File: src/rtl/rgb_seq_pkg.sv
// ============================================================================
// Module : rgb_seq_pkg
// Brief  : Shared types for the RGB fade sequencer: colour struct, FSM states,
//          8-bit gamma approximation.
// Rev    : 1.0  initial release
// ============================================================================
`default_nettype none

package rgb_seq_pkg;

    localparam int RGB_W = 8;

    typedef struct packed {
        logic [RGB_W-1:0] r;
        logic [RGB_W-1:0] g;
        logic [RGB_W-1:0] b;
    } rgb_t;

    typedef enum logic [1:0] {
        IDLE = 2'd0,
        FADE = 2'd1,
        HOLD = 2'd2
    } state_t;

    // Squared-level curve; full scale is pinned so 255 still means fully on.
    function automatic logic [RGB_W-1:0] gamma8(input logic [RGB_W-1:0] v);
        logic [2*RGB_W-1:0] sq;
        sq = 16'(v) * 16'(v);
        return (v == 8'hFF) ? 8'hFF : sq[2*RGB_W-1:RGB_W];
    endfunction

endpackage

`default_nettype wire

File: src/rtl/rgb_fade_sequencer_ramp.sv
// ============================================================================
// Module : rgb_channel_ramp
// Brief  : One 8-bit colour channel: level register that steps toward a
//          target by at most STEP per enabled cycle, without overshoot.
// Rev    : 1.0  initial release
// ============================================================================
`default_nettype none

module rgb_channel_ramp
    import rgb_seq_pkg::*;
#(
    parameter int STEP = 1
) (
    input  logic             clk,
    input  logic             rst_n,
    input  logic             step_en,
    input  logic [RGB_W-1:0] target,
    output logic [RGB_W-1:0] lvl,
    output logic             at_target
);

    localparam logic [RGB_W-1:0] c_step = RGB_W'(STEP);

    logic [RGB_W-1:0] r_lvl;
    logic [RGB_W-1:0] w_diff;
    logic [RGB_W-1:0] w_nxt;
    logic             w_up;

    always_comb begin
        w_up   = (target > r_lvl);
        w_diff = w_up ? (target - r_lvl) : (r_lvl - target);
        w_nxt  = target;
        if (w_diff > c_step) begin
            w_nxt = w_up ? (r_lvl + c_step) : (r_lvl - c_step);
        end
    end

    // High when the next step lands exactly on the target.
    assign at_target = (w_nxt == target);
    assign lvl       = r_lvl;

    always_ff @(posedge clk or negedge rst_n) begin
        if (!rst_n) begin
            r_lvl <= '0;
        end else if (step_en) begin
            r_lvl <= w_nxt;
        end
    end

endmodule

`default_nettype wire

File: src/rtl/rgb_fade_sequencer.sv
// ============================================================================
// Module : rgb_fade_sequencer
// Brief  : Palette-driven RGB setpoint sequencer; fades to each entry, holds
//          it, and only updates levels on PWM frame boundaries.
//          Optional macro RGB_FADE_SEQUENCER_GAMMA_EN selects squared outputs.
// Rev    : 1.0  initial release
// ============================================================================
`default_nettype none

module rgb_fade_sequencer
    import rgb_seq_pkg::*;
#(
    parameter int NUM_COLORS   = 8,
    parameter int FRAME_CYCLES = 256,
    parameter int HOLD_FRAMES  = 64,
    parameter int STEP         = 1
) (
    input  logic                          clk,
    input  logic                          rst_n,
    input  logic                          start,
    input  logic                          stop,
    input  logic                          loop,
    input  logic [$clog2(NUM_COLORS):0]   seq_len,
    input  logic                          cfg_we,
    input  logic [$clog2(NUM_COLORS)-1:0] cfg_addr,
    input  logic [23:0]                   cfg_rgb,
    output logic [RGB_W-1:0]              red,
    output logic [RGB_W-1:0]              green,
    output logic [RGB_W-1:0]              blue,
    output logic                          frame_tick,
    output logic                          busy,
    output logic [$clog2(NUM_COLORS)-1:0] idx,
    output logic                          done
);

    localparam int AW = $clog2(NUM_COLORS);
    localparam int CW = (FRAME_CYCLES > 1) ? $clog2(FRAME_CYCLES) : 1;
    localparam int HW = $clog2(HOLD_FRAMES + 1);

    localparam logic [CW-1:0] c_cnt_last  = CW'(FRAME_CYCLES - 1);
    localparam logic [HW-1:0] c_hold_last = HW'(HOLD_FRAMES - 1);
    localparam logic [AW:0]   c_num       = (AW+1)'(NUM_COLORS);

    state_t           r_state, w_state_nxt;
    logic [CW-1:0]    r_cnt;
    rgb_t             r_pal [NUM_COLORS];
    rgb_t             r_tgt, w_tgt_nxt;
    logic [AW-1:0]    r_idx, w_idx_nxt, w_idx_inc;
    logic [AW:0]      r_len, w_len_nxt;
    logic [HW-1:0]    r_hold, w_hold_nxt;
    logic             r_done, w_done_nxt;
    logic             w_tick, w_step, w_more, w_all_at;
    logic [RGB_W-1:0] w_lvl_r, w_lvl_g, w_lvl_b;
    logic             w_at_r, w_at_g, w_at_b;

    assign w_tick    = (r_cnt == c_cnt_last);
    assign w_step    = (r_state == FADE) && w_tick && !stop;
    assign w_all_at  = w_at_r && w_at_g && w_at_b;
    assign w_idx_inc = r_idx + AW'(1);
    assign w_more    = (({1'b0, r_idx} + (AW+1)'(1)) < r_len);

    always_ff @(posedge clk or negedge rst_n) begin
        if (!rst_n) begin
            r_cnt <= '0;
        end else if (w_tick) begin
            r_cnt <= '0;
        end else begin
            r_cnt <= r_cnt + CW'(1);
        end
    end

    always_ff @(posedge clk or negedge rst_n) begin
        if (!rst_n) begin
            for (int i = 0; i < NUM_COLORS; i++) begin
                r_pal[i] <= '0;
            end
        end else if (cfg_we && ({1'b0, cfg_addr} < c_num)) begin
            r_pal[cfg_addr] <= rgb_t'(cfg_rgb);
        end
    end

    always_ff @(posedge clk or negedge rst_n) begin
        if (!rst_n) begin
            r_state <= IDLE;
            r_idx   <= '0;
            r_len   <= '0;
            r_hold  <= '0;
            r_tgt   <= '0;
            r_done  <= 1'b0;
        end else begin
            r_state <= w_state_nxt;
            r_idx   <= w_idx_nxt;
            r_len   <= w_len_nxt;
            r_hold  <= w_hold_nxt;
            r_tgt   <= w_tgt_nxt;
            r_done  <= w_done_nxt;
        end
    end

    always_comb begin
        w_state_nxt = r_state;
        w_idx_nxt   = r_idx;
        w_len_nxt   = r_len;
        w_hold_nxt  = r_hold;
        w_tgt_nxt   = r_tgt;
        w_done_nxt  = 1'b0;
        if (stop) begin
            w_state_nxt = IDLE;
        end else begin
            case (r_state)
                IDLE: begin
                    if (start && (seq_len != '0)) begin
                        w_len_nxt   = (seq_len > c_num) ? c_num : seq_len;
                        w_idx_nxt   = '0;
                        w_tgt_nxt   = r_pal[0];
                        w_state_nxt = FADE;
                    end
                end
                FADE: begin
                    if (w_tick && w_all_at) begin
                        w_hold_nxt  = '0;
                        w_state_nxt = HOLD;
                    end
                end
                HOLD: begin
                    if (w_tick) begin
                        if (r_hold != c_hold_last) begin
                            w_hold_nxt = r_hold + HW'(1);
                        end else if (w_more) begin
                            w_idx_nxt   = w_idx_inc;
                            w_tgt_nxt   = r_pal[w_idx_inc];
                            w_state_nxt = FADE;
                        end else if (loop) begin
                            w_idx_nxt   = '0;
                            w_tgt_nxt   = r_pal[0];
                            w_state_nxt = FADE;
                        end else begin
                            w_done_nxt  = 1'b1;
                            w_state_nxt = IDLE;
                        end
                    end
                end
                default: w_state_nxt = IDLE;
            endcase
        end
    end

    rgb_channel_ramp #(.STEP(STEP)) u_ramp_r (
        .clk(clk), .rst_n(rst_n), .step_en(w_step),
        .target(r_tgt.r), .lvl(w_lvl_r), .at_target(w_at_r)
    );
    rgb_channel_ramp #(.STEP(STEP)) u_ramp_g (
        .clk(clk), .rst_n(rst_n), .step_en(w_step),
        .target(r_tgt.g), .lvl(w_lvl_g), .at_target(w_at_g)
    );
    rgb_channel_ramp #(.STEP(STEP)) u_ramp_b (
        .clk(clk), .rst_n(rst_n), .step_en(w_step),
        .target(r_tgt.b), .lvl(w_lvl_b), .at_target(w_at_b)
    );

`ifdef RGB_FADE_SEQUENCER_GAMMA_EN
    assign red   = gamma8(w_lvl_r);
    assign green = gamma8(w_lvl_g);
    assign blue  = gamma8(w_lvl_b);
`else
    assign red   = w_lvl_r;
    assign green = w_lvl_g;
    assign blue  = w_lvl_b;
`endif

    assign frame_tick = w_tick;
    assign busy       = (r_state != IDLE);
    assign idx        = r_idx;
    assign done       = r_done;

endmodule

`default_nettype wire

File: config.mk
export PLATFORM = sky130hd
export DESIGN_NAME = rgb_fade_sequencer
export DESIGN_NICKNAME = d
export VERILOG_FILES = /design/src/rtl/rgb_seq_pkg.sv /design/src/rtl/rgb_fade_sequencer_ramp.sv /design/src/rtl/rgb_fade_sequencer.sv
export SDC_FILE = /design/constraint.sdc
export NUM_CORES = 1
export LEC_CHECK = 0
export ABC_AREA = 1
export CORE_MARGIN = 4
export CORE_UTILIZATION = 25
export DETAILED_ROUTE_END_ITERATION = 12
export DONT_BUFFER_PORTS = 1
export HOLD_SLACK_MARGIN = 0.08
export PLACE_DENSITY = 0.35
export SYNTH_ARGS = -nofsm -noshare
export SYNTH_HDL_FRONTEND = slang
export SYNTH_HIERARCHICAL = 1
export SYNTH_SLANG_ARGS = --single-unit
File: constraint.sdc
create_clock -name clk -period 4.2 [get_ports clk]
set_input_delay 0.42 -clock clk [delete_from_list [all_inputs] [get_ports clk]]
set_output_delay 0.42 -clock clk [all_outputs]
set_load 0.02 [all_outputs]
* Word-level counts from Yosys, hierarchy flattened
Index checks and enable logic that the tools add are counted.
** Storage, ports and cells
- Logic and storage cells :: 147
- Output and inout port bits :: 30
- Bits in registers :: 265
- Input bits :: 37
** Cells by class
- Muxes and demuxes :: 47
- Equal/unequal tests :: 17
- Bitwise gates (word level) :: 3
- Reduce and logical (&&, ||, !) cells :: 17
- Magnitude comparators :: 11
- Add/subtract/negate cells :: 16
** Operators with widths (number)
- bitwise mux 192 bit :: 1
- 2-to-1 mux 24 bit :: 8
- 2-to-1 mux 8 bit :: 10
- binary-select mux 24 bit (select 3 bit) :: 1
- demux 24 bit (select 3 bit) :: 1
- one-hot mux 24 bit (2 select lines) :: 1
- subtractor 8 bit :: 6
- adder 8 x 1 -> 8 bit (second input constant) :: 4
- equality test 8 bit :: 3
- greater-than comparator 8 x 1 -> 1 bit (second input constant) :: 3
- greater-than comparator 8 bit :: 3
- subtractor 8 x 1 -> 8 bit (second input constant) :: 3
- 2-to-1 mux 7 bit :: 3
- 2-to-1 mux 3 bit :: 5
- one-hot mux 7 bit (2 select lines) :: 1
- inequality test 3 bit (second input constant) :: 4
- 2-to-1 mux 2 bit :: 5
- equality test 8 bit (second input constant) :: 1
- greater-or-equal comparator 4 bit (second input constant) :: 2
- 2-to-1 mux 1 bit :: 8
- inequality test 2 bit (second input constant) :: 4
- NOT 3 -> 4 bit :: 2
- adder 7 x 1 -> 7 bit (second input constant) :: 1
- logical AND 1 bit :: 7
- other kinds (22) :: 24

* Longest topological paths before layout
Gate-level depths: netlist of the first run.
- Depth after elaboration :: 11
- Depth in mapped cells :: 30
- Mapped depth without buffers :: 30

* Cells and area by module
The synthesis of the first run kept the hierarchy.
** Modules (own cells, without submodules)
- rgb_fade_sequencer :: sequential area each 6030.8 µm², cells an instance 1667, times used 1, area an instance 12102.9 µm²
- rgb_channel_ramp at u_ramp_b ... :: sequential area each 200.2 µm², cells an instance 281, times used 2, area an instance 1707.9 µm²
- rgb_channel_ramp at u_ramp_g :: sequential area each 200.2 µm², cells an instance 289, times used 1, area an instance 1764.2 µm²

* Least setup slack after synthesis of the first run
Ideal clock, no wire load.
- Path type :: register to register
- Start :: register u_ramp_g.r_lvl[0], in the netlist u_ramp_g/lvl[0]
- End :: register r_hold[6]
- Library setup time :: 118 ps
- Path buffers :: 0
- Data required time :: 4082 ps
- Period minus slack after synthesis :: 3737 ps
- Cell stages (with the launch flop) :: 26
- Slack :: 463 ps
- Arrival :: 3619 ps
- Cell sequence :: dfrtp_1 > ha_1 > inv_1 > fa_1 > nand3_1 > nand3_1 > nand2_1 > nand2_1 > nand2_4 > ha_1 > a21oi_1 > nand2_1 > a31oi_1 > xor2_1 > nor2_1 > nand2_1 > nand2_1 > nor2_1 > nand2_1 > nor2_2 > nand3_1 > nand3b_1 > nand2_1 > nand2_1 > nand2_1 > nand2_1
** On the way
- Longest elaborated chain between the ends :: 10
- Elaborated cells between the ends (all ways) :: 15
- Those cells by class :: add/sub (4); order compare (2); eq/ne (2); mux (3); reduce/logical (4)
** RTL lines
- start: declaration :: line rgb_fade_sequencer_ramp.sv:24 : logic [RGB_W-1:0] r_lvl;
- start signal: assignment :: line rgb_fade_sequencer_ramp.sv:46 : r_lvl <= w_nxt;
- subtractor 8 bit / greater-than comparator 8 bit (equally long branches) :: line rgb_fade_sequencer_ramp.sv:31, rgb_fade_sequencer_ramp.sv:30
- 2-to-1 mux 8 bit :: line rgb_fade_sequencer_ramp.sv:31 : w_diff = w_up ? (target - r_lvl) : (r_lvl - target);
- greater-than comparator 8 x 1 -> 1 bit :: line rgb_fade_sequencer_ramp.sv:33 : if (w_diff > c_step) begin
- 2-to-1 mux 8 bit (*) :: line rgb_fade_sequencer_ramp.sv:33
- equality test 8 bit (*) :: line rgb_fade_sequencer_ramp.sv:39 : assign at_target = (w_nxt == target);
- via w_at_g :: line rgb_fade_sequencer.sv:54 : logic w_at_r, w_at_g, w_at_b;
- logical AND 1 bit (*) (2 in series) :: line rgb_fade_sequencer.sv:58 : assign w_all_at = w_at_r && w_at_g && w_at_b;
- logical AND 1 bit (*) :: line rgb_fade_sequencer.sv:120 : if (w_tick && w_all_at) begin
- inequality test 2 x 1 -> 1 bit (no source line) (*)
- AND reduction 5 bit (no source line) (*)
- end signal: assignment :: line rgb_fade_sequencer.sv:94 : r_hold <= w_hold_nxt;
- end: declaration :: line rgb_fade_sequencer.sv:50 : logic [HW-1:0] r_hold, w_hold_nxt;
The timed path passes the listed nets; every way through them passes the cells marked *.
A chain may end at the register's enable or synchronous reset.

* Worst setup path in the final report of the first run
- Start :: register r_tgt[0] (netlist name)
- End :: register r_state[1]
** On the way
- Longest elaborated chain between the ends :: 9
- Elaborated cells between the ends (all ways) :: 12
- Those cells by class :: add/sub (2); order compare (2); eq/ne (2); mux (3); reduce/logical (3)
** RTL lines
- start: declaration :: line rgb_fade_sequencer.sv:47 : rgb_t r_tgt, w_tgt_nxt;
- start signal: assignment :: line rgb_fade_sequencer.sv:95 : r_tgt <= w_tgt_nxt;
- subtractor 8 bit / greater-than comparator 8 bit (equally long branches) :: line rgb_fade_sequencer_ramp.sv:31, rgb_fade_sequencer_ramp.sv:30
- 2-to-1 mux 8 bit :: line rgb_fade_sequencer_ramp.sv:31
- greater-than comparator 8 x 1 -> 1 bit :: line rgb_fade_sequencer_ramp.sv:33
- 2-to-1 mux 8 bit :: line rgb_fade_sequencer_ramp.sv:33
- equality test 8 bit (*) :: line rgb_fade_sequencer_ramp.sv:39
- via w_at_b :: line rgb_fade_sequencer.sv:54
- logical AND 1 bit (*) :: line rgb_fade_sequencer.sv:58
- logical AND 1 bit (*) :: line rgb_fade_sequencer.sv:120
- inequality test 3 x 2 -> 1 bit (no source line) (*)
- AND reduction 4 bit (no source line) (*)
- end signal: assignment :: line rgb_fade_sequencer.sv:91 : r_state <= w_state_nxt;
- end: declaration :: line rgb_fade_sequencer.sv:44 : state_t r_state, w_state_nxt;
Marks and branches as above.

==> flow_metrics.env, run 1 <==
export IMPL_status="finished with violations"
export IMPL_violated_checks="hold timing"
export IMPL_synth_sequential_area_ratio=0.384
export IMPL_finalWirelength_um=55500
export IMPL_final_cell_area_excluding_filler_cells_mm2=0.0202
export IMPL_area_delta_synth_final_pct=17.0
export IMPL_track_usage=0.151
export IMPL_clock_sink_count=265
export IMPL_placed_area_mm2=0.0185
export IMPL_finalHoldViolations=265
export IMPL_ys_flop_type="sky130_fd_sc_hd__dfrtp_1"
export IMPL_grt_max_degree=266
export IMPL_netlist_top_cell_by_area="sky130_fd_sc_hd__dfrtp_1"
export IMPL_drc=0
export IMPL_drt_iter0_markers=866
export IMPL_number_of_hold_buffers_added_after_cts=29
export IMPL_worst_slew_margin_rel=0.291
export IMPL_clock_insertion_delay_worst_skew_ns=0.54
export IMPL_max_slew_worst_pin_slew_ns=1.06
export IMPL_cts_tree="built"
export IMPL_dr_total_vias=15300
export IMPL_dpl_cell_count=3425
export IMPL_avgViaCountPerCell=4.34
export IMPL_initial_standard_cell_utilization_of_the_core=0.252
export IMPL_worst_endpoint_arrival_ns=4.37
export IMPL_antennaDiodeCount=0
export IMPL_final_nets=2697
export IMPL_max_vdd_ir_drop_mv=0.218
export IMPL_synth_edf_count=0
export IMPL_timing_final_crit_share=0.927
export IMPL_dpl_hpwl_um=35300
export IMPL_path_clk_slew_ns=0.06
export IMPL_critical_path_most_common_cell="sky130_fd_sc_hd__nand2_1"
export IMPL_floorplan_die_width_um=271
export IMPL_critical_path_endpoint_type="register"
export IMPL_power_density_mw_per_mm2=520
export IMPL_route_antenna_remaining_nets=0
export IMPL_core_area_mm2=0.0686
export IMPL_p_leak_nw=10.6
export IMPL_rows=96
export IMPL_final_fill_count=7609
export IMPL_final_layout_size_suffix_gt1_frac=0.101
export IMPL_min_period_ns=3.89
export IMPL_max_cap_violations=0
export IMPL_first_global_vias=14900
export IMPL_drt_pass1_iterations=5
export IMPL_synth_top_cells_by_area="sky130_fd_sc_hd__dfrtp_1 (38%), sky130_fd_sc_hd__nand2_1 (21%), sky130_fd_sc_hd__inv_1 (8.5%), sky130_fd_sc_hd__o21ai_0 (6.8%), sky130_fd_sc_hd__ha_1 (5.6%)"
export IMPL_mappedNetlistArea_mm2=0.0173
export IMPL_synth_avg_cell_area_um2=6.86
export IMPL_synth_top_area_share=0.384
export IMPL_clock_tree_htree_level_count=2
export IMPL_die_area_mm2=0.0734
export IMPL_critical_path_buf_inv_count=5
export IMPL_crit_type="reg2reg"
export IMPL_min_delay_path_class="in2async"
export IMPL_postSynthRegisterBits=265
export IMPL_routabilityCongestion=0.793
export IMPL_critPathSlowestCell="sky130_fd_sc_hd__dfrtp_1"
export IMPL_io_pins=67
export IMPL_max_freq_ghz=0.257
export IMPL_async_reset_ff_frac=1.00
export IMPL_final_max_slew_violation_count=0
export IMPL_fin_hold_ws_ns=-0.405
export IMPL_timing_critical_path_required_ns=4.67
export IMPL_clockRootBuffer="sky130_fd_sc_hd__clkbuf_16"
export IMPL_setup_violations=0
export IMPL_synthDistinctLibCells=43
export IMPL_synth_fp_nets=2641
export IMPL_r2r_worst_path_cells=29
export IMPL_synthCells=2518
export IMPL_io_buffers=0
export IMPL_post_layout_nonfiller_instances=3531
export IMPL_timing_critical_path_fanout_max=6
export IMPL_top_delay_family_on_crit_path="simple AND/OR/NAND/NOR gates"
export IMPL_synth_warning_count=6
export IMPL_first_pass_grt_wire_length_um=88600
export IMPL_crit_cells=29
export IMPL_worst_setup_path_start_kind="register"
export IMPL_initial_antenna_violation_count=0
export IMPL_worst_clock_skew_ns=0.0180
export IMPL_overflow=0
export IMPL_critical_path_max_stage_delay_ns=0.38
export IMPL_max_clock_path_buffers=3
export IMPL_cts_made_buffers=35
export IMPL_route_detailed_wl_per_inst_um=15.7
export IMPL_die_h_um=271
## area by class of cell
class,count,area [um^2],share of cell area
inverter,405,1530,0.0757
multi-input combinational,1747,8700,0.430
tap,931,1160,0.0576
sequential,265,6640,0.328
clock inverter,13,140,0.00693
timing repair buffer,120,981,0.0485
clock buffer,50,1070,0.0531
## where the power goes
group	leakage, nW	total, mW	internal (mW)	switching (mW)
sequential	3.29	3.34	3.03	0.303
combinational	6.69	4.02	1.37	2.64
clock	0.613	3.17	1.96	1.21
## repair_timing
action,in CTS,in global routing
buffers inserted,0,14
setup endpoints to repair,0,9
hold endpoints to repair,294,265
gates resized for setup,0,37
## metal layers
layer,global-route usage,up-vias,wire (um)
met5,0,-,0
li1,-,7897,-
met2,0.231,208,24100
met4,0.0301,0,809
met1,0.225,7154,28600
met3,0.0234,51,2010
## kinds of logic (layout without fill, tap and decap cells)
logic type                 after synthesis  in the layout  share of synthesized area
AOI/OAI and AO/OA                      304            304                     0.0915
xor gates and xnor gates                26             26                     0.0136
adders and majority gates               86             86                     0.0662
buffers and inverters                  506            588                      0.120
DFF                                    265            265                      0.384
and+or+nand+nor                       1331           1331                      0.325
## cell usage after synthesis (2+ instances only)
cell type	n
sky130_fd_sc_hd__a21oi_1	41
sky130_fd_sc_hd__a21oi_2	5
sky130_fd_sc_hd__a31oi_1	5
sky130_fd_sc_hd__buf_1	3
sky130_fd_sc_hd__buf_2	38
sky130_fd_sc_hd__buf_4	12
sky130_fd_sc_hd__buf_6	6
sky130_fd_sc_hd__buf_8	3
sky130_fd_sc_hd__clkbuf_1	38
sky130_fd_sc_hd__dfrtp_1	265
sky130_fd_sc_hd__fa_1	9
sky130_fd_sc_hd__ha_1	77
sky130_fd_sc_hd__inv_1	392
sky130_fd_sc_hd__inv_2	10
sky130_fd_sc_hd__nand2_1	966
sky130_fd_sc_hd__nand2_2	10
sky130_fd_sc_hd__nand2_4	7
sky130_fd_sc_hd__nand3_1	188
sky130_fd_sc_hd__nand3_4	5
sky130_fd_sc_hd__nand3b_1	2
sky130_fd_sc_hd__nand4_1	36
sky130_fd_sc_hd__nor2_1	74
sky130_fd_sc_hd__nor2_2	27
sky130_fd_sc_hd__nor2_4	6
sky130_fd_sc_hd__nor3_1	6
sky130_fd_sc_hd__o211ai_1	4
sky130_fd_sc_hd__o21ai_0	236
sky130_fd_sc_hd__o21ai_1	4
sky130_fd_sc_hd__o21bai_1	3
sky130_fd_sc_hd__o31ai_1	4
sky130_fd_sc_hd__xnor2_1	9
sky130_fd_sc_hd__xor2_1	16
## registers in the layout (all words and copies together), names as in the netlist
| register | cells |
|---|---|
| r_cnt | 8 |
| done | 1 |
| r_hold | 7 |
| idx | 3 |
| r_pal | 192 |
| u_ramp_g/lvl | 8 |
| r_tgt | 24 |
| u_ramp_r/lvl | 8 |
| u_ramp_b/lvl | 8 |
| r_state | 2 |
| r_len | 4 |
## placed cells by master, fill, tap and decap left out, types with 10 or more instances in the layout
master and instances:
sky130_fd_sc_hd__a21oi_1 40, sky130_fd_sc_hd__buf_4 89, sky130_fd_sc_hd__clkbuf_16 37, sky130_fd_sc_hd__clkbuf_8 10
sky130_fd_sc_hd__clkinv_2 12, sky130_fd_sc_hd__dfrtp_1 262, sky130_fd_sc_hd__dlygate4sd3_1 29, sky130_fd_sc_hd__ha_1 72
sky130_fd_sc_hd__inv_1 388, sky130_fd_sc_hd__inv_2 11, sky130_fd_sc_hd__nand2_1 962, sky130_fd_sc_hd__nand2_2 12
sky130_fd_sc_hd__nand3_1 182, sky130_fd_sc_hd__nand4_1 36, sky130_fd_sc_hd__nor2_1 70, sky130_fd_sc_hd__nor2_2 31
sky130_fd_sc_hd__o21ai_0 234, sky130_fd_sc_hd__xor2_1 15
## per-stage QoR
stage	utilization	setup WS [ns]	power, mW	setup TNS (ns)	hold slack, ns
floorplan	-	0.463	6.26	0	0.124
finish	0.295	0.305	10.5	0	-0.405
global route	0.295	-0.0377	11.5	-0.132	-0.449
global placement	0.270	0.175	7.36	0	0.142
detailed placement	0.270	0.0862	7.35	0	0.144
CTS	0.292	0.0695	10.7	0	-0.454
## path summary, 6_finish.rpt
check                                     startpoint                      to  slack (ns)
worst max-delay path            r_tgt[0]$_DFFE_PN0P_  r_state[1]$_DFFE_PN0P_        0.31
min in group clk                               start    r_len[3]$_DFFE_PN0P_        0.14
worst min-delay path                           rst_n          done$_DFF_PN0_       -0.40
worst min register to register    r_cnt[0]$_DFF_PN0_      r_cnt[0]$_DFF_PN0_        0.47
max in group asynchronous                      rst_n   r_pal[47]$_DFFE_PN0P_        3.84
worst max register to register  r_tgt[0]$_DFFE_PN0P_  r_state[1]$_DFFE_PN0P_        0.31
Power figures use the tool's default switching activity.
==> inputs of run 2 (changes only) <==
==> constraint.sdc (replaced) <==
create_clock -name clk -period 4.2 [get_ports clk]
set_input_delay 0.21 -clock clk [delete_from_list [all_inputs] [get_ports clk]]
set_output_delay 0.21 -clock clk [all_outputs]
set_load 0.02 [all_outputs]
==> run 2 against run 1 <==
Net effect: the run still ends with hold timing left; worst hold slack got worse by 0.21 ns; combinational power about the same; sequential share of layout area decreased by 0.18 points; worst setup slack got worse by 0.019 ns; register-to-register slack got worse by 0.02 ns; critical path type unchanged.
==> flow_metrics.env, run 2 (synthesis results as in run 1) <==
export IMPL_status="finished with violations"
export IMPL_violated_checks="hold timing"
export IMPL_number_of_hold_buffers_added_after_cts=39
export IMPL_core_area_mm2=0.0686
export IMPL_area_delta_synth_final_pct=17.7
export IMPL_worst_slack_ns=0.286
export IMPL_max_cap_violations=0
export IMPL_min_period_ns=3.91
export IMPL_initial_standard_cell_utilization_of_the_core=0.252
export IMPL_timing_critical_path_fanout_max=6
export IMPL_max_freq_ghz=0.255
export IMPL_critical_path_most_common_cell="sky130_fd_sc_hd__nand2_1"
export IMPL_floorplan_die_width_um=271
export IMPL_first_global_vias=14800
export IMPL_crit_type="reg2reg"
export IMPL_setup_violations=0
export IMPL_critPathSlowestCell="sky130_fd_sc_hd__dfrtp_1"
export IMPL_final_core_util=0.296
export IMPL_clock_tree_htree_level_count=2
export IMPL_clockRootBuffer="sky130_fd_sc_hd__clkbuf_16"
export IMPL_final_layout_size_suffix_gt1_frac=0.0973
export IMPL_overflow=0
export IMPL_layout_cells_most_common_list="sky130_fd_sc_hd__nand2_1 (958), sky130_fd_sc_hd__inv_1 (389), sky130_fd_sc_hd__dfrtp_1 (263)"
export IMPL_clock_insertion_delay_worst_skew_ns=0.54
export IMPL_cts_tree="built"
export IMPL_final_max_slew_violation_count=0
export IMPL_largest_register_ff_count=192
export IMPL_fin_hold_ws_ns=-0.613
export IMPL_route_detailed_wl_per_inst_um=15.6
export IMPL_io_buffers=0
export IMPL_initial_antenna_violation_count=5
export IMPL_die_area_mm2=0.0734
export IMPL_detailedPlace_worstSlack_ns=0.119
export IMPL_critical_path_max_stage_delay_ns=0.37
export IMPL_dr_total_vias=15300
export IMPL_avgViaCountPerCell=4.35
export IMPL_grt_max_degree=266
export IMPL_worst_setup_path_start_kind="register"
export IMPL_finalHoldViolations=265
export IMPL_route_antenna_remaining_nets=0
export IMPL_clock_sink_count=265
export IMPL_power_density_mw_per_mm2=517
export IMPL_cts_made_buffers=35
export IMPL_io_pins=67
export IMPL_timing_final_crit_share=0.932
export IMPL_dpl_hpwl_um=35200
export IMPL_die_h_um=271
export IMPL_track_usage=0.149
export IMPL_max_slew_worst_pin_slew_ns=0.992
export IMPL_min_delay_path_class="in2async"
export IMPL_timing_critical_path_required_ns=4.63
export IMPL_max_clock_path_buffers=3
export IMPL_worst_slew_margin_rel=0.337
export IMPL_first_pass_grt_wire_length_um=88000
export IMPL_drc=0
export IMPL_routabilityCongestion=0.794
export IMPL_max_vdd_ir_drop_mv=0.201
export IMPL_top_regs="r_pal x192, r_tgt x24"
export IMPL_final_nets=2699
export IMPL_mostFrequentLayoutCell="sky130_fd_sc_hd__nand2_1"
export IMPL_p_leak_nw=10.6
export IMPL_worst_endpoint_arrival_ns=4.34
export IMPL_critical_path_endpoint_type="register"
export IMPL_path_clk_slew_ns=0.06
export IMPL_drt_pass1_iterations=5
export IMPL_drt_iter0_markers=921
export IMPL_register_with_the_highest_flop_count="r_pal"
export IMPL_reg2reg_setup_slack_ns=0.29
export IMPL_finalWirelength_um=55200
export IMPL_rows=96
export IMPL_regToRegStartpoint="r_tgt[0]$_DFFE_PN0P_"
export IMPL_worstSetupStartpoint="r_tgt[0]$_DFFE_PN0P_"
export IMPL_worst_clock_skew_ns=0.0222
## run 2: cell types whose count changed in the layout (fill, tap and decap cells not counted), sizes merged
cell         delta
dlygate4sd3    +10
buf             -9
clkinv          -8
clkbuf          +3
diode           +2
inv             +2
bufinv          +1
clkinvlp        -1
nand2           +1
## run 2: metal layers
layer | vias up | wire length (um) | track usage
li1 | 7891 | - | -
met1 | 7173 | 28300 | 0.223
met2 | 215 | 23900 | 0.230
met3 | 64 | 2100 | 0.0224
met4 | 6 | 870 | 0.0279
met5 | - | 41 | 0
## run 2: area by class of cell
type	instances	area, um^2
fillers	7530	48300
clock buffers	53	1050
diodes	2	5.00
multi-input cells	1748	8790
repair buffers	121	1010
well taps	931	1160
inverters	405	1530
clock inverters	7	139
flip-flops and latches	265	6640
## run 2: path summary, 6_finish.rpt
path / to / cells past startpoint
worst max-delay path: r_state[1]$_DFFE_PN0P_ / 28
worst min-delay path: r_cnt[2]$_DFF_PN0_ / 0
worst max register to register: r_state[1]$_DFFE_PN0P_ / 28
worst min register to register: r_cnt[0]$_DFF_PN0_ / 1
max in group asynchronous: r_tgt[2]$_DFFE_PN0P_ / 0
min in group clk: r_pal[28]$_DFFE_PN0P_ / 4
## run 2: power breakdown
part | switching [mW] | internal (mW) | total [mW]
clock | 1.19 | 1.97 | 3.15
sequential | 0.302 | 3.03 | 3.33
combinational | 2.63 | 1.40 | 4.03
## run 2: what timing repair did
item / in CTS / in global routing
resized for setup: 0 / 44
setup buffers: 0 / 6
setup endpoints to repair: 0 / 9
hold endpoints to repair: 464 / 265
## run 2: critical path: cells and delay by family, from the launching register on
kind | cells | cell delay [ns]
xor gates and xnor gates | 1 | 0.28
adders and majority gates | 3 | 0.75
and+or+nand+nor | 16 | 1.49
AOI/OAI and AO/OA | 3 | 0.41
DFF | 1 | 0.37
buffers and inverters | 5 | 0.50
## run 2: through the flow
| step | hold WS [ns] | setup TNS, ns | power [mW] | area (um^2) | instances |
|---|---|---|---|---|---|
| 6_report | -0.613 | 0 | 10.5 | 20300 | 3532 |
| 5_1_grt | -0.654 | -0.0171 | 11.5 | 20300 | 3530 |
| 4_1_cts | -0.663 | 0 | 10.7 | 20100 | 3523 |
| 3_5_place_dp | -0.0675 | 0 | 7.35 | 18500 | 3424 |
| 3_3_place_gp | -0.0679 | 0 | 7.36 | 18500 | 3424 |
| 2_1_floorplan | -0.0856 | 0 | 6.26 | 17300 | 2518 |
==> inputs of run 3 (changes only) <==
--- a/config.mk
+++ b/config.mk
@@ -12,6 +12,7 @@
 export DONT_BUFFER_PORTS = 1
 export HOLD_SLACK_MARGIN = 0.08
 export PLACE_DENSITY = 0.35
+export SLEW_MARGIN = 10
 export SYNTH_ARGS = -nofsm -noshare
 export SYNTH_HDL_FRONTEND = slang
 export SYNTH_HIERARCHICAL = 1
==> constraint.sdc (replaced) <==
create_clock -name clk -period 4.8 [get_ports clk]
set_input_delay 0.24 -clock clk [delete_from_list [all_inputs] [get_ports clk]]
set_output_delay 0.24 -clock clk [all_outputs]
set_load 0.02 [all_outputs]
==> run 3 against run 2 <==
Net effect: the flow still finishes with violations (hold timing); wire length shrank 1.5%; critical endpoint is now r_state[0]$_DFFE_PN0P_; via count shrank 0.70%; clock power shrank 18%; largest cell class unchanged; final cell count shrank 1.6%; sequential power shrank 10%; largest power group unchanged; utilization shrank 1.0 points; die area is the same; critical path depth shrank 1; worst hold slack gained 0.021 ns; critical path type unchanged; combinational power shrank 18%; register-to-register slack gained 0.21 ns.
==> flow_metrics.env, run 3 (synthesis results as in run 1) <==
export IMPL_status="finished with violations"
export IMPL_violated_checks="hold timing"
export IMPL_final_max_slew_violation_count=0
export IMPL_crit_type="reg2reg"
export IMPL_io_buffers=0
export IMPL_first_global_vias=14900
export IMPL_groute_layer_met3_usage=0.0263
export IMPL_max_slew_worst_pin_slew_ns=0.862
export IMPL_track_usage=0.149
export IMPL_post_layout_nonfiller_instances=3475
export IMPL_overflow=0
export IMPL_avgViaCountPerCell=4.39
export IMPL_ff_latch_area_mm2=0.00664
export IMPL_placed_area_mm2=0.0182
export IMPL_drt_pass1_iterations=5
export IMPL_worst_endpoint_arrival_ns=4.73
export IMPL_setup_violations=0
export IMPL_dpl_hpwl_um=34400
export IMPL_rows=96
export IMPL_min_delay_path_class="in2async"
export IMPL_max_cap_violations=0
export IMPL_setup_tns_final_ns=0
export IMPL_top_regs="r_pal x192, r_tgt x24"
export IMPL_timing_critical_path_fanout_max=10
export IMPL_drt_iter0_markers=989
export IMPL_final_cell_area_excluding_filler_cells_mm2=0.0196
export IMPL_regToRegStartpoint="r_tgt[0]$_DFFE_PN0P_"
export IMPL_p_total_mw=8.86
export IMPL_clock_insertion_delay_worst_skew_ns=0.54
export IMPL_p_leak_nw=10.3
export IMPL_timing_critical_path_required_ns=5.22
export IMPL_worst_setup_path_start_kind="register"
export IMPL_die_h_um=271
export IMPL_largest_register_ff_count=192
export IMPL_clock_sink_count=265
export IMPL_initial_standard_cell_utilization_of_the_core=0.252
export IMPL_cts_repair_resized_insts=0
export IMPL_multiInputGateArea_mm2=0.00859
export IMPL_grt_max_degree=266
export IMPL_dpl_cell_count=3378
export IMPL_register_with_the_highest_flop_count="r_pal"
export IMPL_worst_slack_ns=0.495
export IMPL_routabilityCongestion=0.823
export IMPL_cts_made_buffers=35
export IMPL_max_clock_path_buffers=3
export IMPL_clock_tree_htree_level_count=2
export IMPL_post_cts_repair_setup_buffers=0
export IMPL_critical_path_endpoint_type="register"
export IMPL_final_fill_count=7651
export IMPL_route_antenna_remaining_nets=0
export IMPL_dr_total_vias=15200
export IMPL_floorplan_die_width_um=271
export IMPL_worst_clock_skew_ns=0.0227
export IMPL_clockRootBuffer="sky130_fd_sc_hd__clkbuf_16"
export IMPL_area_delta_synth_final_pct=13.7
export IMPL_busiest_layer="met2"
export IMPL_max_vdd_ir_drop_mv=0.244
export IMPL_timing_final_crit_share=0.897
export IMPL_path_clk_slew_ns=0.06
export IMPL_power_density_mw_per_mm2=451
export IMPL_core_area_mm2=0.0686
export IMPL_io_pins=67
export IMPL_finalWirelength_um=54400
export IMPL_drc=0
export IMPL_layout_cells_most_common_list="sky130_fd_sc_hd__nand2_1 (966), sky130_fd_sc_hd__inv_1 (391), sky130_fd_sc_hd__dfrtp_1 (264)"
export IMPL_fin_hold_ws_ns=-0.592
export IMPL_worst_slew_margin_rel=0.425
export IMPL_route_detailed_wl_per_inst_um=15.7
export IMPL_grt_use_met2=0.236
export IMPL_initial_antenna_violation_count=5
export IMPL_worstSetupStartpoint="r_tgt[0]$_DFFE_PN0P_"
export IMPL_min_period_ns=4.31
export IMPL_unrepaired_setup_endpoints_after_global_routing="false"
export IMPL_die_area_mm2=0.0734
export IMPL_mostFrequentLayoutCell="sky130_fd_sc_hd__nand2_1"
export IMPL_finalHoldViolations=265
export IMPL_max_freq_ghz=0.232
export IMPL_cts_tree="built"
export IMPL_final_nets=2645
export IMPL_first_pass_grt_wire_length_um=87900
export IMPL_global_route_usage_met1=0.216
export IMPL_detailedPlace_worstSlack_ns=0.430
export IMPL_final_layout_size_suffix_gt1_frac=0.0637
export IMPL_number_of_hold_buffers_added_after_cts=38
run 3: changes by cell type in the layout (fill, tap and decap cells not counted), moves of 5 or more:
cell / delta
sky130_fd_sc_hd__buf_4: -51
sky130_fd_sc_hd__nand2_1: +8
sky130_fd_sc_hd__nand2_2: -7
sky130_fd_sc_hd__ha_1: +6
sky130_fd_sc_hd__ha_4: -5
run 3: path summary, 6_finish.rpt:
path | endpoint | slack, ns | depth (start not counted)
setup / recovery | r_state[0]$_DFFE_PN0P_ | 0.49 | 27
setup reg to reg | r_state[0]$_DFFE_PN0P_ | 0.49 | 27
hold / removal | done$_DFF_PN0_ | -0.59 | 0
max in group asynchronous | r_tgt[5]$_DFFE_PN0P_ | 4.86 | 0
min in group clk | r_state[1]$_DFFE_PN0P_ | 0.14 | 5
hold reg to reg | r_cnt[0]$_DFF_PN0_ | 0.47 | 1
run 3: routing by layer:
layer / vias to the layer above / wire [um] / share of wire
met3: 51 / 2080 / 0.038
li1: 7788 / - / -
met4: 6 / 708 / 0.013
met2: 237 / 24000 / 0.44
met5: - / 35 / 0.00064
met1: 7159 / 27600 / 0.51
run 3: final cells by class:
type / count / share of cell area
inverters: 405 / 0.0778
flip-flops and latches: 265 / 0.338
clock inverters: 5 / 0.00287
clock buffers: 52 / 0.0536
well taps: 931 / 0.0593
multi-input cells: 1747 / 0.437
diodes: 2 / 0.000255
repair buffers: 68 / 0.0315
run 3: per-stage QoR:
| step | util | hold slack [ns] |
|---|---|---|
| final | 0.286 | -0.592 |
| after global routing | 0.286 | -0.635 |
| after CTS | 0.286 | -0.642 |
| after detailed placement | 0.265 | -0.0414 |
| after global placement | 0.265 | -0.0412 |
| after floorplan | - | -0.0556 |
run 3: where the power goes:
group | switching (mW) | internal, mW | total, mW
Clock | 1.03 | 1.56 | 2.59
Sequential | 0.333 | 2.65 | 2.99
Combinational | 2.18 | 1.11 | 3.29
Total | 3.54 | 5.32 | 8.86
run 3: worst max-delay path, stage by stage, from the launching register on:
cell	delay (ns)
sky130_fd_sc_hd__dfrtp_1	0.43
sky130_fd_sc_hd__inv_1	0.10
sky130_fd_sc_hd__ha_1	0.16
sky130_fd_sc_hd__inv_1	0.07
sky130_fd_sc_hd__fa_1	0.39
sky130_fd_sc_hd__nand3_1	0.11
sky130_fd_sc_hd__nand2_1	0.10
sky130_fd_sc_hd__nand2_1	0.07
sky130_fd_sc_hd__nand2_1	0.07
sky130_fd_sc_hd__nand2_2	0.20
sky130_fd_sc_hd__inv_2	0.09
sky130_fd_sc_hd__fa_1	0.42
sky130_fd_sc_hd__inv_1	0.10
sky130_fd_sc_hd__nand4_1	0.09
sky130_fd_sc_hd__nand3_1	0.09
sky130_fd_sc_hd__xor2_1	0.21
sky130_fd_sc_hd__inv_1	0.08
sky130_fd_sc_hd__nand4_1	0.09
sky130_fd_sc_hd__nand2_1	0.07
sky130_fd_sc_hd__nor2_1	0.10
sky130_fd_sc_hd__nand2_1	0.07
sky130_fd_sc_hd__nor2_1	0.24
sky130_fd_sc_hd__nand3_1	0.17
sky130_fd_sc_hd__nand3b_1	0.21
sky130_fd_sc_hd__nand2_1	0.08
sky130_fd_sc_hd__nand2_1	0.08
sky130_fd_sc_hd__o21ai_0	0.21
sky130_fd_sc_hd__nand2_1	0.09
